===== config.mk =====
export PLATFORM = sky130hd
export DESIGN_NAME = intctl_seq
export DESIGN_NICKNAME = d
export VERILOG_FILES = /design/src/rtl/intctl_seq.sv
export SDC_FILE = /design/constraint.sdc
export NUM_CORES = 1
export LEC_CHECK = 0
export CAP_MARGIN = 20
export CORE_MARGIN = 2
export CORE_UTILIZATION = 40
export DETAILED_ROUTE_END_ITERATION = 12
export GPL_TIMING_DRIVEN = 0
export HOLD_SLACK_MARGIN = 0.02
export PLACE_DENSITY = 0.79
export RECOVER_POWER = 50
export SLEW_MARGIN = 20
export SYNTH_ARGS = -nofsm -noshare
export SYNTH_HDL_FRONTEND = slang
export SYNTH_SLANG_ARGS = --single-unit

===== constraint.sdc =====
create_clock -name clock -period 1.6 [get_ports clock]
set_input_delay 0.24 -clock clock [delete_from_list [all_inputs] [get_ports clock]]
set_output_delay 0.24 -clock clock [all_outputs]
set_load 0.1 [all_outputs]

===== src/rtl/intctl_seq.sv =====
// intctl_seq: sequential 4-source interrupt controller.
//
// Rising edges on int_a..int_d are latched as pending bits and filtered by a
// writable mask. In IDLE one eligible source is selected (fixed priority
// d > c > b > a, or round-robin after the last serviced source when
// ROTATE=1). The controller then raises irq with vec until the CPU acks,
// and holds that source in service (busy) until eoi. With m=0 only source a
// can be selected.
//
// Ports:
//   clock            in   system clock, rising-edge active
//   reset_n          in   asynchronous active-low reset
//   m                in   0: only int_a eligible, 1: all sources eligible
//   int_a..int_d     in   interrupt request lines (rising-edge sensitive)
//   mask_we          in   mask register write strobe
//   mask_in[3:0]     in   new mask value, bit i masks source i
//   ack              in   CPU acknowledge of irq/vec (used only in REQ)
//   eoi              in   CPU end-of-interrupt (used only in SERVICE)
//   irq              out  interrupt request, high only in REQ
//   vec[1:0]         out  index of the requested/serviced source
//   busy             out  high only in SERVICE
//   pending[3:0]     out  latched pending bits
//   mask[3:0]        out  current mask register
module intctl_seq #(
    parameter int ROTATE = 0
) (
    input  logic       clock,
    input  logic       reset_n,
    input  logic       m,
    input  logic       int_a,
    input  logic       int_b,
    input  logic       int_c,
    input  logic       int_d,
    input  logic       mask_we,
    input  logic [3:0] mask_in,
    input  logic       ack,
    input  logic       eoi,
    output logic       irq,
    output logic [1:0] vec,
    output logic       busy,
    output logic [3:0] pending,
    output logic [3:0] mask
);

    typedef enum logic [1:0] {
        ST_IDLE    = 2'd0,
        ST_REQ     = 2'd1,
        ST_SERVICE = 2'd2
    } state_t;

    state_t     r_state;
    state_t     w_state_nxt;
    logic [3:0] r_prev;
    logic [3:0] r_pending;
    logic [3:0] r_mask;
    logic [1:0] r_vec;
    logic [1:0] r_last;
    logic       r_irq;
    logic       r_busy;

    logic [3:0] w_int;
    logic [3:0] w_edge;
    logic [3:0] w_elig;
    logic [1:0] w_sel;
    logic [1:0] w_vec_nxt;
    logic [1:0] w_last_nxt;
    logic [3:0] w_clr;

    // Fixed priority: the highest eligible index wins.
    function automatic logic [1:0] f_sel_fixed(input logic [3:0] elig);
        logic [1:0] sel;
        sel = 2'd0;
        for (int k = 0; k < 4; k++) begin
            if (elig[k]) begin
                sel = 2'(k);
            end else begin
                sel = sel;
            end
        end
        return sel;
    endfunction

    // Round-robin: first eligible index searching upward from last+1.
    // Scanning the offsets from far to near lets the nearest one win.
    function automatic logic [1:0] f_sel_rr(input logic [3:0] elig,
                                            input logic [1:0] last);
        logic [1:0] sel;
        logic [1:0] idx;
        sel = 2'd0;
        for (int k = 3; k >= 0; k--) begin
            idx = last + 2'd1 + 2'(k);
            if (elig[idx]) begin
                sel = idx;
            end else begin
                sel = sel;
            end
        end
        return sel;
    endfunction

    assign w_int  = {int_d, int_c, int_b, int_a};
    assign w_edge = w_int & ~r_prev;
    // With m=0 only source a may ever be selected or kept in REQ.
    assign w_elig = (r_pending & ~r_mask) & (m ? 4'b1111 : 4'b0001);
    assign w_sel  = (ROTATE != 0) ? f_sel_rr(w_elig, r_last) : f_sel_fixed(w_elig);

    // Next-state, vector latch, grant bookkeeping and pending-clear decode.
    always_comb begin
        w_state_nxt = r_state;
        w_vec_nxt   = r_vec;
        w_last_nxt  = r_last;
        w_clr       = 4'b0000;
        case (r_state)
            ST_IDLE: begin
                if (w_elig != 4'b0000) begin
                    w_state_nxt = ST_REQ;
                    w_vec_nxt   = w_sel;
                end else begin
                    w_state_nxt = ST_IDLE;
                end
            end
            ST_REQ: begin
                // Withdraw without a grant if the requested source lost
                // eligibility; its pending bit is left untouched.
                if (!w_elig[r_vec]) begin
                    w_state_nxt = ST_IDLE;
                end else if (ack) begin
                    w_state_nxt = ST_SERVICE;
                    w_clr       = 4'b0001 << r_vec;
                    w_last_nxt  = r_vec;
                end else begin
                    w_state_nxt = ST_REQ;
                end
            end
            ST_SERVICE: begin
                if (eoi) begin
                    w_state_nxt = ST_IDLE;
                end else begin
                    w_state_nxt = ST_SERVICE;
                end
            end
            default: begin
                w_state_nxt = ST_IDLE;
            end
        endcase
    end

    // State, vector, last-serviced and registered irq/busy outputs.
    always_ff @(posedge clock or negedge reset_n) begin
        if (!reset_n) begin
            r_state <= ST_IDLE;
            r_vec   <= 2'd0;
            r_last  <= 2'd3;
            r_irq   <= 1'b0;
            r_busy  <= 1'b0;
        end else begin
            r_state <= w_state_nxt;
            r_vec   <= w_vec_nxt;
            r_last  <= w_last_nxt;
            r_irq   <= (w_state_nxt == ST_REQ);
            r_busy  <= (w_state_nxt == ST_SERVICE);
        end
    end

    // Edge history, pending bits (a new edge beats a same-cycle clear) and mask.
    always_ff @(posedge clock or negedge reset_n) begin
        if (!reset_n) begin
            r_prev    <= 4'b0000;
            r_pending <= 4'b0000;
            r_mask    <= 4'b0000;
        end else begin
            r_prev    <= w_int;
            r_pending <= (r_pending & ~w_clr) | w_edge;
            if (mask_we) begin
                r_mask <= mask_in;
            end else begin
                r_mask <= r_mask;
            end
        end
    end

    assign irq     = r_irq;
    assign busy    = r_busy;
    assign vec     = r_vec;
    assign pending = r_pending;
    assign mask    = r_mask;

endmodule

; After elaboration in Yosys (flattened, before gate mapping)
; Index checks and enable logic that the tools add are counted.
[op_classes]
eq_ne = 4
reduce_logical = 3
shift = 1
n_addsub = 0
n_mul = 0
magnitude_cmp = 1
div_mod_pow = 0
bitwise = 8
muxes = 14
[ops]
columns = op, count
row1 = $and A4 B4 Y4, 4
row2 = $mux W4, 4
row3 = $not A4 Y4, 3
row4 = $mux W2, 5
row5 = $pmux W2 S3, 1
row6 = $eq A2 B1 Y1 const B, 2
row7 = $eq A2 B2 Y1 const B, 2
row8 = $or A4 B4 Y4, 1
row9 = $reduce_bool A4 Y1, 1
row10 = $shl A1 B2 Y4 const A, 1
row11 = $lt A2 B3 Y1 const B, 1
row12 = $mux W1, 3
row13 = $bmux W1 S2, 1
row14 = $logic_not A2 Y1, 1
row15 = $reduce_and A2 Y1, 1
[word_totals]
out_inout_bits = 12
wordCells = 38
mem_count = 0
input_bits = 14
ram_bits = 0
latch_bits = 0
mem_bits_ro = 0
reg_bits = 18

; Depth between registers and ports, before layout
[logic_depth]
ltp_word = 10
depth_mapped = 4
ltp_nobuf = 4

; Worst setup path before layout
; Ideal clock, no wire load.
[synth_timing]
path_kind = reg2reg
start = register r_vec[1] (netlist: vec[1])
end = register r_pending[1] (netlist: pending[1])
slack_ns = -0.390
period_less_slack_ns = 1.990
t_arrival_ns = 1.867
n_path_buf = 0
setup_time_ns = 0.123
path_stages_with_launch = 5
required_ns = 1.477
path_cell_list = dfrtp_1 > nor2b_1 > a221oi_4 > nand4_1 > a22o_1
[synth_between]
elab_chain_cells = 7
elab_cells_between_ends = 9
cone_classes = 1 x shift / 5 x mux / 3 x bitwise
[synth_rtl]
columns = element, line_no
row1 = from (decl), 56  ; logic [1:0] r_vec;
row2 = from (signal assigned), 158  ; r_vec <= w_vec_nxt;
row3 = $bmux W1 S2 / $shl A1 B2 Y4 (equally long branches), "125, 129"
row4 = $mux W1 (not written as such) / $mux W4 (equally long branches), "125, 127"
row5 = $mux W4 *, 125  ; if (!w_elig[r_vec]) begin
row6 = $mux W4 *, 113  ; case (r_state)
row7 = $not A4 Y4 *, 173  ; r_pending <= (r_pending & ~w_clr) | w_edge;
row8 = $and A4 B4 Y4 *, 173
row9 = $or A4 B4 Y4 *, 173
row10 = to (signal assigned), 173
row11 = to (decl), 54  ; logic [3:0] r_pending;
; Every way passes the cells marked *; elsewhere a longest branch is shown, timed or not. The select of a mux whose other input is x is not followed.
; A chain may end at the register's enable or synchronous reset.

; Worst setup path after layout
[layout_timing]
start = register r_vec[1] (netlist: vec[1])
end = output vec[1]
[layout_rtl]
columns = element, line_no
row1 = to (decl), 39  ; output logic [1:0] vec,
; No word-level cell between the ends.

==> metrics.md <==
| Metric | Value |
|---|---|
| Number of synthesized flops with an enable pin | 0 |
| Worst Path Max Fanout | 6 |
| Deepest clock path buffer count | 2 |
| Largest net degree at the start of global routing | 19 |
| Cell Area, Synth | about 800 um2 |
| Syn avg cell area | approximately 13 um2 |
| Share of total power in combinational logic | roughly 58% |
| Measured slew at the worst slew-check pin | between 0.7 and 0.8 ns |
| Area Overhead vs Synth | 48.5% |
| Critical Path End Type | output port |
| Most frequent cell after synthesis | dfrtp_1 |
| Worst Path Buf+Inv | 1 |
| Die W | 48.6 um |
| Placed inst area | around 1100 um2 |
| Max_cap viols | 0 |
| First-pass GRT wire length | about 2.8 mm |
| RSZ-0062 raised after global routing | yes |
| Drt initial violations | 4 |
| Clock sink count | 18 |
| Sw power | roughly 1200 uW |
| Clock power frac | 11.7% |
| Final #Nets | 107 |
| Worst hold margin | 0.456 ns |
| Crit path time final | about 1.6 ns |
| Seq/Total Area, Yosys | a little under three fifths |
| Syn Nets | 76 |
| Die Y | 48.6 um |
| Clk_skew | roughly 0.0042 ns |
| Run status | finished, final reports clean |
| Port Buf Inserts | 25 |
| Flop pwr share | 30.7% |
| Vias per cell | about 5.2 |
| Pwr Total | around 2400 uW |
| Final Hold Fails | 0 |
| Antenna Violating Nets Remaining | 0 |
| Final setup violation count | 0 |
| CTS Hold Bufs | 0 |
| Cells after synthesis | 62 |
| Post-Layout Inst Area | between 1000 and 1500 um2 |
| WL/cell | 13.9 um |
| Fmax | 644 MHz |
| Synth Flop Type | dfrtp_1 |
| Max_slew headroom | ~48% |
| GRT Util Overall | between 10% and 20% |
| Gr ovfl total | 0 |
| FF+latch count, synth | 18 |
| Num ports | 26 |
| Clock Latency Late Sink | about 0.29 ns |
| Data required time of the critical path | about 1.4 ns |
| DR pass1 iterations | 3 |
| Switching Share | between 50% and 60% |
| Vias in the first global route | between 600 and 700 |
| CTS root buf | clkbuf_4 |
| # rows | 16 |
| CP max-delay cell | clkdlybuf4s18_2 |
| Core Footprint | slightly below 2000 um2 |
| Worst Setup Start Kind | flip-flop |
| Worst path max stage delay | about 0.55 ns |
| Final design utilization | a little over 60% |
| CTS Buf Count | 3 |
| CP Cell Sequence | clkdlybuf4s18_2 |
| Library cells used by synthesis | 21 |
| Fraction of registers with async set/reset | between 90% and 100% |
| P_int | around 1100 uW |
| HPWL after DPL | 1.21 mm |
| Final wirelength | roughly 1.7 mm |
| PwrDens | 2010 nW/um2 |
| Via Count | 623 |
| Placed cells | around 110 |
| CTS tree | yes |
| Slew Limit Fails | 0 |
| Synth cell count leaders | 18 x dfrtp_1, 5 x inv_1 |
| H-tree depth | 1 |
| Area contributors post-synth | dfrtp_1 57%, mux2_2 5.7%, a22o_1 4.4%, a221oi_4 3.3%, nand4_1 3.1% |
| Delay-heaviest family, CP | buffers and inverters |
| Leak | approximately 0.00050 uW |
| Area share of the largest cell type after synthesis | a little under three fifths |
| Initial antenna violation count | 0 |
| Cell Count, Final, Fillers Out | approximately 120 |
| Yosys warns | 0 |
| Reg clk slew, reported paths | 0.10 ns |
| # DRC | 0 |
| N_diodes | 0 |
| Starting Density | a little over 40% |
| Layout cell share with drive strength beyond 1 | around two fifths |
| Crit share post-route | 97.1% |
| Peak VDD IR | 1160 uV |
| Die area | around 2400 um2 |
| Yosys top cell by area | dfrtp_1 |
| Worst hold path type | in2async |
| Final GP Congestion | between 0.7 and 0.8 |
| Kind of critical path | reg2out |
| WP data arrival | 1.31 ns |
[worst reg2reg max path: stages, from the launching register on]
cell and delay (ns):
dfrtp_4 0.49, nand3b_4 0.19, a221oi_4 0.37, nand4_1 0.15, a22o_1 0.20
[cells by family after synthesis]
kind of cell | count (synthesis) | synth area share (%)
DFF | 18 | 56.5
AOI/OAI and AO/OA | 15 | 17.4
buffers and inverters | 5 | 2.36
muxes | 5 | 7.06
and+or+nand+nor | 19 | 16.6
[layout make-up]
cell class | instances | area [um2]
tap | 27 | 33.8
inverter | 5 | 18.8
clock buffer | 4 | 36.3
fill | 164 | 738
sequential | 18 | 480
multi-input combinational | 39 | 343
timing repair buffer | 26 | 272
[path summary, 6_finish.rpt]
check / from / to / depth (start not counted) / slack [ns]
setup / recovery: vec[1]$_DFFE_PN0P_ / vec[1] / 1 / 0.05
hold / removal: reset_n / pending[2]$_DFF_PN0_ / 1 / 0.46
setup reg to reg: mask[1]$_DFFE_PN0P_ / pending[3]$_DFF_PN0_ / 4 / 0.10
hold reg to reg: pending[3]$_DFF_PN0_ / pending[3]$_DFF_PN0_ / 1 / 0.55
max in group asynchronous: reset_n / pending[1]$_DFF_PN0_ / 1 / 0.57
min in group clock: int_c / r_prev[2]$_DFF_PN0_ / 1 / 0.53
[through the flow]
stage | setup TNS [ns] | worst slack (ns)
floorplan | -0.0715 | -0.0189
global placement | -2.82 | -0.217
detailed placement | -3.05 | -0.233
CTS | 0 | 0.0434
global route | -0.000980 | -0.000980
finish | 0 | 0.0464
[power groups by stage]
stage / clock network [uW] / logic (uW) / registers [uW]
after detailed placement: 0 / 1360 / 729
after floorplan: 0 / 395 / 1380
final: 279 / 1370 / 729
after global routing: 309 / 1430 / 748
after CTS: 286 / 1340 / 718
after global placement: 0 / 1340 / 720
[sequential cells by signal (all words and copies together), names as in the netlist]
| register | count |
|---|---|
| irq | 1 |
| busy | 1 |
| mask | 4 |
| r_prev | 4 |
| pending | 4 |
| vec | 2 |
| r_state | 2 |
[per-layer routing]
layer  wire (um)  up-vias  global-route usage, %
met5           0        -                      0
met4          36        0                   8.57
met3          67        4                   3.40
met2         835       21                   27.2
met1         710      310                   17.9
li1            -      288                      -
[placed cells by master (no fill, tap or decap), types with 2 or more instances in the layout]
| cell | count |
|---|---|
| dfrtp_4 | 7 |
| dfrtp_1 | 8 |
| mux2_2 | 4 |
| nand4_1 | 4 |
| clkdlybuf4s15_2 | 11 |
| a22o_1 | 4 |
| a31o_1 | 2 |
| dfrtp_2 | 3 |
| dlygate4sd3_1 | 6 |
| nor2b_1 | 2 |
| nand3b_1 | 2 |
| nand2b_1 | 2 |
| inv_1 | 5 |
| and2_1 | 2 |
| o21ai_1 | 2 |
| clkdlybuf4s50_1 | 7 |
| clkbuf_4 | 3 |
| o21ai_0 | 4 |
[what timing repair did]
action                     CTS  global route
cloned                       0             0
setup endpoints to repair   12             4
gates resized for setup     36             3
setup buffers                0             1
pin swaps                    0             2
(Power assumes the default switching activity.)
